===== src/rtl/dispense_sequencer.sv =====
// Dispense motor sequencer: arm, run until drop/timeout, settle gap, report done/fault.
// Latency: req to motor on is 2 cycles; drop_sns to decision is 2 sync cycles + 1; outputs registered.
// No backpressure: req is taken only in IDLE and never queued. Optional macro: DISPENSE_RETRY_EN.
module dispense_sequencer #(
  parameter int CNT_W      = 8,
  parameter int TIMEOUT    = 200,
  parameter int GAP_CYCLES = 8
) (
  input  logic       i_clk,
  input  logic       i_reset,
  input  logic       i_req,
  input  logic [1:0] i_prod,
  input  logic       i_drop_sns,
  input  logic       i_abort,
  input  logic       i_clr,
  output logic       o_motor_en,
  output logic [1:0] o_motor_sel,
  output logic       o_busy,
  output logic       o_done,
  output logic       o_fault,
  output logic [1:0] o_lcd_msg
);

  typedef enum logic [2:0] {
    S_IDLE  = 3'd0,
    S_ARM   = 3'd1,
    S_RUN   = 3'd2,
    S_GAP   = 3'd3,
    S_DONE  = 3'd4,
    S_FAULT = 3'd5
  } state_t;

  localparam logic [CNT_W-1:0] L_TO_LAST  = CNT_W'(TIMEOUT - 1);
  localparam logic [CNT_W-1:0] L_GAP_LAST = CNT_W'(GAP_CYCLES - 1);

  state_t           r_state;
  state_t           w_nxt;
  logic [CNT_W-1:0] r_cnt;
  logic [CNT_W-1:0] w_cnt_nxt;
  logic [CNT_W-1:0] w_cnt_inc;
  logic [1:0]       r_prod_q;
  logic             r_sync1;
  logic             r_sync2;
  logic             r_motor_en;
  logic             r_busy;
  logic             r_done;
  logic             r_fault;
  logic [1:0]       r_lcd_msg;
  logic [1:0]       w_lcd_nxt;
`ifdef DISPENSE_RETRY_EN
  // r_retry: first RUN window already timed out; r_rearm: current GAP leads back to ARM
  logic             r_retry;
  logic             r_rearm;
  logic             w_retry_nxt;
  logic             w_rearm_nxt;
`endif

  // Two-flop synchronizer for the asynchronous drop sensor
  always_ff @(posedge i_clk or negedge i_reset) begin
    if (!i_reset) begin
      r_sync1 <= 1'b0;
      r_sync2 <= 1'b0;
    end else begin
      r_sync1 <= i_drop_sns;
      r_sync2 <= r_sync1;
    end
  end

  assign w_cnt_inc = (r_cnt == {CNT_W{1'b1}}) ? r_cnt : r_cnt + CNT_W'(1);

  // Next-state, counter and retry bookkeeping; abort overrides the active states
  always_comb begin
    w_nxt     = r_state;
    w_cnt_nxt = r_cnt;
`ifdef DISPENSE_RETRY_EN
    w_retry_nxt = r_retry;
    w_rearm_nxt = r_rearm;
`endif
    case (r_state)
      S_IDLE: begin
        if (i_req) w_nxt = S_ARM;
      end
      S_ARM: begin
        w_cnt_nxt = '0;
        w_nxt     = S_RUN;
      end
      S_RUN: begin
        w_cnt_nxt = w_cnt_inc;
        if (r_sync2) begin
          // drop beats a simultaneous timeout
          w_nxt     = S_GAP;
          w_cnt_nxt = '0;
`ifdef DISPENSE_RETRY_EN
          w_rearm_nxt = 1'b0;
`endif
        end else if (r_cnt == L_TO_LAST) begin
`ifdef DISPENSE_RETRY_EN
          if (!r_retry) begin
            w_nxt       = S_GAP;
            w_cnt_nxt   = '0;
            w_retry_nxt = 1'b1;
            w_rearm_nxt = 1'b1;
          end else begin
            w_nxt = S_FAULT;
          end
`else
          w_nxt = S_FAULT;
`endif
        end
      end
      S_GAP: begin
        if (r_cnt == L_GAP_LAST) begin
          w_cnt_nxt = '0;
`ifdef DISPENSE_RETRY_EN
          w_nxt = r_rearm ? S_ARM : S_DONE;
`else
          w_nxt = S_DONE;
`endif
        end else begin
          w_cnt_nxt = w_cnt_inc;
        end
      end
      S_DONE: begin
        w_nxt = S_IDLE;
      end
      S_FAULT: begin
        if (i_clr) w_nxt = S_IDLE;
      end
      default: begin
        w_nxt = S_IDLE;
      end
    endcase
    if (i_abort && (r_state == S_ARM || r_state == S_RUN || r_state == S_GAP)) begin
      w_nxt = S_IDLE;
    end
    if (w_nxt == S_IDLE) begin
      w_cnt_nxt = '0;
`ifdef DISPENSE_RETRY_EN
      w_retry_nxt = 1'b0;
      w_rearm_nxt = 1'b0;
`endif
    end
  end

  // LCD code for the state being entered
  always_comb begin
    w_lcd_nxt = 2'b00;
    case (w_nxt)
      S_ARM, S_RUN, S_GAP: w_lcd_nxt = 2'b01;
      S_DONE:              w_lcd_nxt = 2'b10;
      S_FAULT:             w_lcd_nxt = 2'b11;
      default:             w_lcd_nxt = 2'b00;
    endcase
  end

  // State register with Moore outputs registered from the state being entered
  always_ff @(posedge i_clk or negedge i_reset) begin
    if (!i_reset) begin
      r_state    <= S_IDLE;
      r_cnt      <= '0;
      r_prod_q   <= 2'b00;
      r_motor_en <= 1'b0;
      r_busy     <= 1'b0;
      r_done     <= 1'b0;
      r_fault    <= 1'b0;
      r_lcd_msg  <= 2'b00;
`ifdef DISPENSE_RETRY_EN
      r_retry    <= 1'b0;
      r_rearm    <= 1'b0;
`endif
    end else begin
      r_state    <= w_nxt;
      r_cnt      <= w_cnt_nxt;
      if (r_state == S_IDLE && i_req) r_prod_q <= i_prod;
      r_motor_en <= (w_nxt == S_RUN);
      r_busy     <= (w_nxt != S_IDLE);
      r_done     <= (w_nxt == S_DONE);
      r_fault    <= (w_nxt == S_FAULT);
      r_lcd_msg  <= w_lcd_nxt;
`ifdef DISPENSE_RETRY_EN
      r_retry    <= w_retry_nxt;
      r_rearm    <= w_rearm_nxt;
`endif
    end
  end

  assign o_motor_en  = r_motor_en;
  assign o_motor_sel = r_prod_q;
  assign o_busy      = r_busy;
  assign o_done      = r_done;
  assign o_fault     = r_fault;
  assign o_lcd_msg   = r_lcd_msg;

endmodule


===== config.mk =====
export PLATFORM = sky130hd
export DESIGN_NAME = dispense_sequencer
export DESIGN_NICKNAME = d
export VERILOG_FILES = /design/src/rtl/dispense_sequencer.sv
export SDC_FILE = /design/constraint.sdc
export NUM_CORES = 1
export LEC_CHECK = 0
export ABC_CLOCK_PERIOD_IN_PS = 2420
export CORE_ASPECT_RATIO = 0.75
export CORE_MARGIN = 3
export CORE_UTILIZATION = 55
export CTS_BUF_LIST = sky130_fd_sc_hd__clkbuf_8
export CTS_CLUSTER_DIAMETER = 40
export DETAILED_ROUTE_END_ITERATION = 10
export PLACE_DENSITY = 0.81
export SLEW_MARGIN = 5
export SYNTH_ARGS = -nofsm -noshare
export SYNTH_HDL_FRONTEND = slang
export SYNTH_SLANG_ARGS = --single-unit

===== constraint.sdc =====
create_clock -name i_clk -period 2.42 [get_ports i_clk]
set_clock_uncertainty 0.2 [all_clocks]
set_input_delay 0.242 -clock i_clk [delete_from_list [all_inputs] [get_ports i_clk]]
set_output_delay 0.242 -clock i_clk [all_outputs]
set_load 0.01 [all_outputs]

==> results of run 1 <==
[area by class of cell]
type                            count  area share
Tap cell                           22      0.0212
Multi-Input combinational cell     76       0.400
Inverter                            4      0.0116
Sequential cell                    21       0.405
Clock inverter                      1     0.00385
Clock buffer                        3      0.0318
Timing Repair Buffer               17       0.127
[cell usage after synthesis, types with 2 or more instances]
library cell / number / area [sq um]
xor2_1: 4 / 35.0
o21ai_0: 3 / 15.0
nand3_1: 3 / 15.0
dfrtp_1: 21 / 526
nand2_1: 3 / 11.3
nor3_1: 10 / 50.1
or2_2: 2 / 12.5
nand2b_1: 2 / 12.5
inv_1: 4 / 15.0
nor2_1: 5 / 18.8
a31oi_1: 5 / 31.3
clkbuf_1: 4 / 15.0
nor4b_1: 2 / 17.5
mux2_2: 2 / 22.5
a21oi_1: 4 / 20.0
nand4_1: 3 / 18.8
o21bai_1: 3 / 22.5
and2_1: 3 / 18.8
buf_6: 2 / 22.5
and3_1: 2 / 12.5
o2111ai_1: 2 / 17.5
[metrics by stage]
stage	utilization	setup WS (ps)
2_1_floorplan	-	311
3_3_place_gp	0.694	315
3_5_place_dp	0.694	251
4_1_cts	0.719	229
5_1_grt	0.719	135
6_report	0.719	200
[path summary, 6_finish.rpt]
path,slack (ps),endpoint,startpoint
max,200,r_cnt[7]$_DFFE_PN0P_,r_cnt[3]$_DFFE_PN0P_
min,110,o_lcd_msg[1]$_DFF_PN0_,i_reset
max reg2reg,200,r_cnt[7]$_DFFE_PN0P_,r_cnt[3]$_DFFE_PN0P_
min reg2reg,150,r_sync2$_DFF_PN0_,r_sync1$_DFF_PN0_
max in group asynchronous,1700,o_motor_en$_DFF_PN0_,i_reset
min in group i_clk,150,r_sync2$_DFF_PN0_,r_sync1$_DFF_PN0_
[worst max-delay path, delay by kind of cell (launching register included)]
family	cells	cell delay, ps
AOI/OAI and AO/OA	2	380
DFF	1	470
and+or+nand+nor	2	1010
[kinds of logic (layout without fill, tap and decap cells)]
group | after synthesis | count (layout)
AOI/OAI and AO/OA | 26 | 26
buffers and inverters | 10 | 25
xor gates and xnor gates | 4 | 4
DFF | 21 | 21
muxes | 3 | 3
adders and majority gates | 1 | 1
and+or+nand+nor | 42 | 42
[power groups by stage]
stage               Combinational [W]  Sequential, W  Clock (W)
floorplan                    0.000280       0.000462          0
detailed placement           0.000433       0.000483          0
finish                       0.000440       0.000476   0.000229
global route                 0.000475       0.000487   0.000248
CTS                          0.000437       0.000476   0.000232
global placement             0.000420       0.000476          0
[sequential cells by signal, summed over array words and instances (netlist names)]
register and cells:
o_motor_en 1, o_lcd_msg 2, o_motor_sel 2, o_fault 1, r_sync1 1, r_state 3
r_sync2 1, r_cnt 8, o_busy 1, o_done 1
[routing by layer]
layer	wire length (um)	global-route usage	share of wire
met1	1010	0.273	0.42
met2	1140	0.342	0.48
met3	198	0.0612	0.083
met4	40	0.0972	0.017
met5	0	0	0
[layout by cell type, fill, tap and decap left out, drive strengths merged, types with 4 or more instances in the layout]
cell type	instances
a31oi	6
clkdlybuf4s50	15
dfrtp	21
inv	4
nor3	11
a21oi	5
xor2	4
nor2	5
==> metrics.txt, run 1 <==
outcome finished clean; sequential power share 0.416; post-synthesis xor/xnor area fraction 0.0319; Adder-Cell Fraction of Synth Area 0.0114; Min Hold Slack 109 ps; TritonCTS Sinks 21; worst slew pin tran around 600 ps; I/O Buffers 15; post-synthesis async set-or-reset flop share 1.00; Post-Synthesis Cells between 100 and 150; Clk pwr share 0.200; Final Max Tran Viols 0; Yosys warnings 0; combinational share of power 0.384; fmax 450 MHz; Max FO, Critical Path 8; CP Class reg2reg; clock buffer depth 2; library cells used by synthesis 39; Total Wirelength between 2000 and 2500 um; maxcap violations 0; FILL cells around 120; RSZ-0062 raised after global routing false; total chip power between 0.001 and 0.0015 W; total CTS buffers 3; post-CTS resize count 0; hpwl dp ~1700 um; fin crit period 2220 ps; core region area 0.00181 sq mm; Syn Area/Cell 10.3 sq um; largest net degree at the start of global routing 22; Synth-to-Final Area Change 18.4%; Clock transition at path regs ~70 ps; number of diodes 0; Via density around 6.3; Finished Cell Area 0.00130 sq mm; register area share after synthesis 0.479; gpl congestion between 0.9 and 1; Leak around 0.54 nW; # setup viols final 0; first-pass GRT wire length between 3000 and 4000 um; per-cell routed wire length around 17 um; crit-path cells or3_1 -> or4_4 -> a21oi_2 -> a2111oi_0; data required time at the worst endpoint 2330 ps; antenna violations before repair 0; Die Wd about 58 um; peak supply drop 0.727 mV; Switching Fraction 0.356; grt total ovfl 0; EDFF count, synth 0; TritonCTS clock tree built; Clock Latency Late Sink about 260 ps; Sequential Area between 500 and 600 sq um; chip height around 45 um; Cells after DPL between 100 and 150; post-synthesis cell area 0.00110 sq mm; Placement Rows 13; layout cell share with drive strength beyond 1 0.123; Final Hold Violating Endpoints 0; number of global-route vias before repair about 800; initial core utilization 0.608; arrival time worst endpoint about 2100 ps; DR iter-0 viols a little over 60; CP startpoint kind register; CP max-delay cell or4_4; Post-CTS Setup Inserts 0; via count approximately 910; CTS root buf clkbuf_8; TNS Setup 0 ps; Crit path largest cell delay roughly 600 ps; power density over the cells 881 mW/mm^2; DR DRC count 0; internal power around 0.00074 W; H-tree Lvls 1; Main synth FF type dfrtp_1; combinational family with the most area after synthesis simple AND/OR/NAND/NOR gates; Slew HR 0.602; DR pass1 iterations 4; Net Sw Power 0.000408 W; reg2reg path depth 4; multiplexer area fraction after synthesis 0.0296; Worst Hold Class in2async; period utilization 0.917; final non-filler cell total 144; area of placed instances about 0.0013 sq mm; CP Capture Type register; GRT Overall Usage 0.214; Die ar. 0.00257 sq mm; Yosys reg bits 21; IO Count 16; number of routed nets with antenna violations 0; syn nets 116; nets@finish 132; area taken by multi-input logic gates 519 sq um; cts hold-fix bufs 0; Synth Area in Simple Gates 0.230; complex-gate fraction of the synthesized area 0.170
Note: power is estimated with default switching activity, not from simulation.
==> run 2: changes to the inputs <==
Settings changed: SLEW_MARGIN 5 to unset.
==> results of run 2 <==
Same layout as run 1: the final DEF is identical, and so are final timing and power.
==> run 3: changes to the inputs <==
Settings changed: SKIP_CTS_REPAIR_TIMING set to 1.
==> results of run 3 <==
Same layout as run 1: the final DEF is identical, and so are final timing and power.
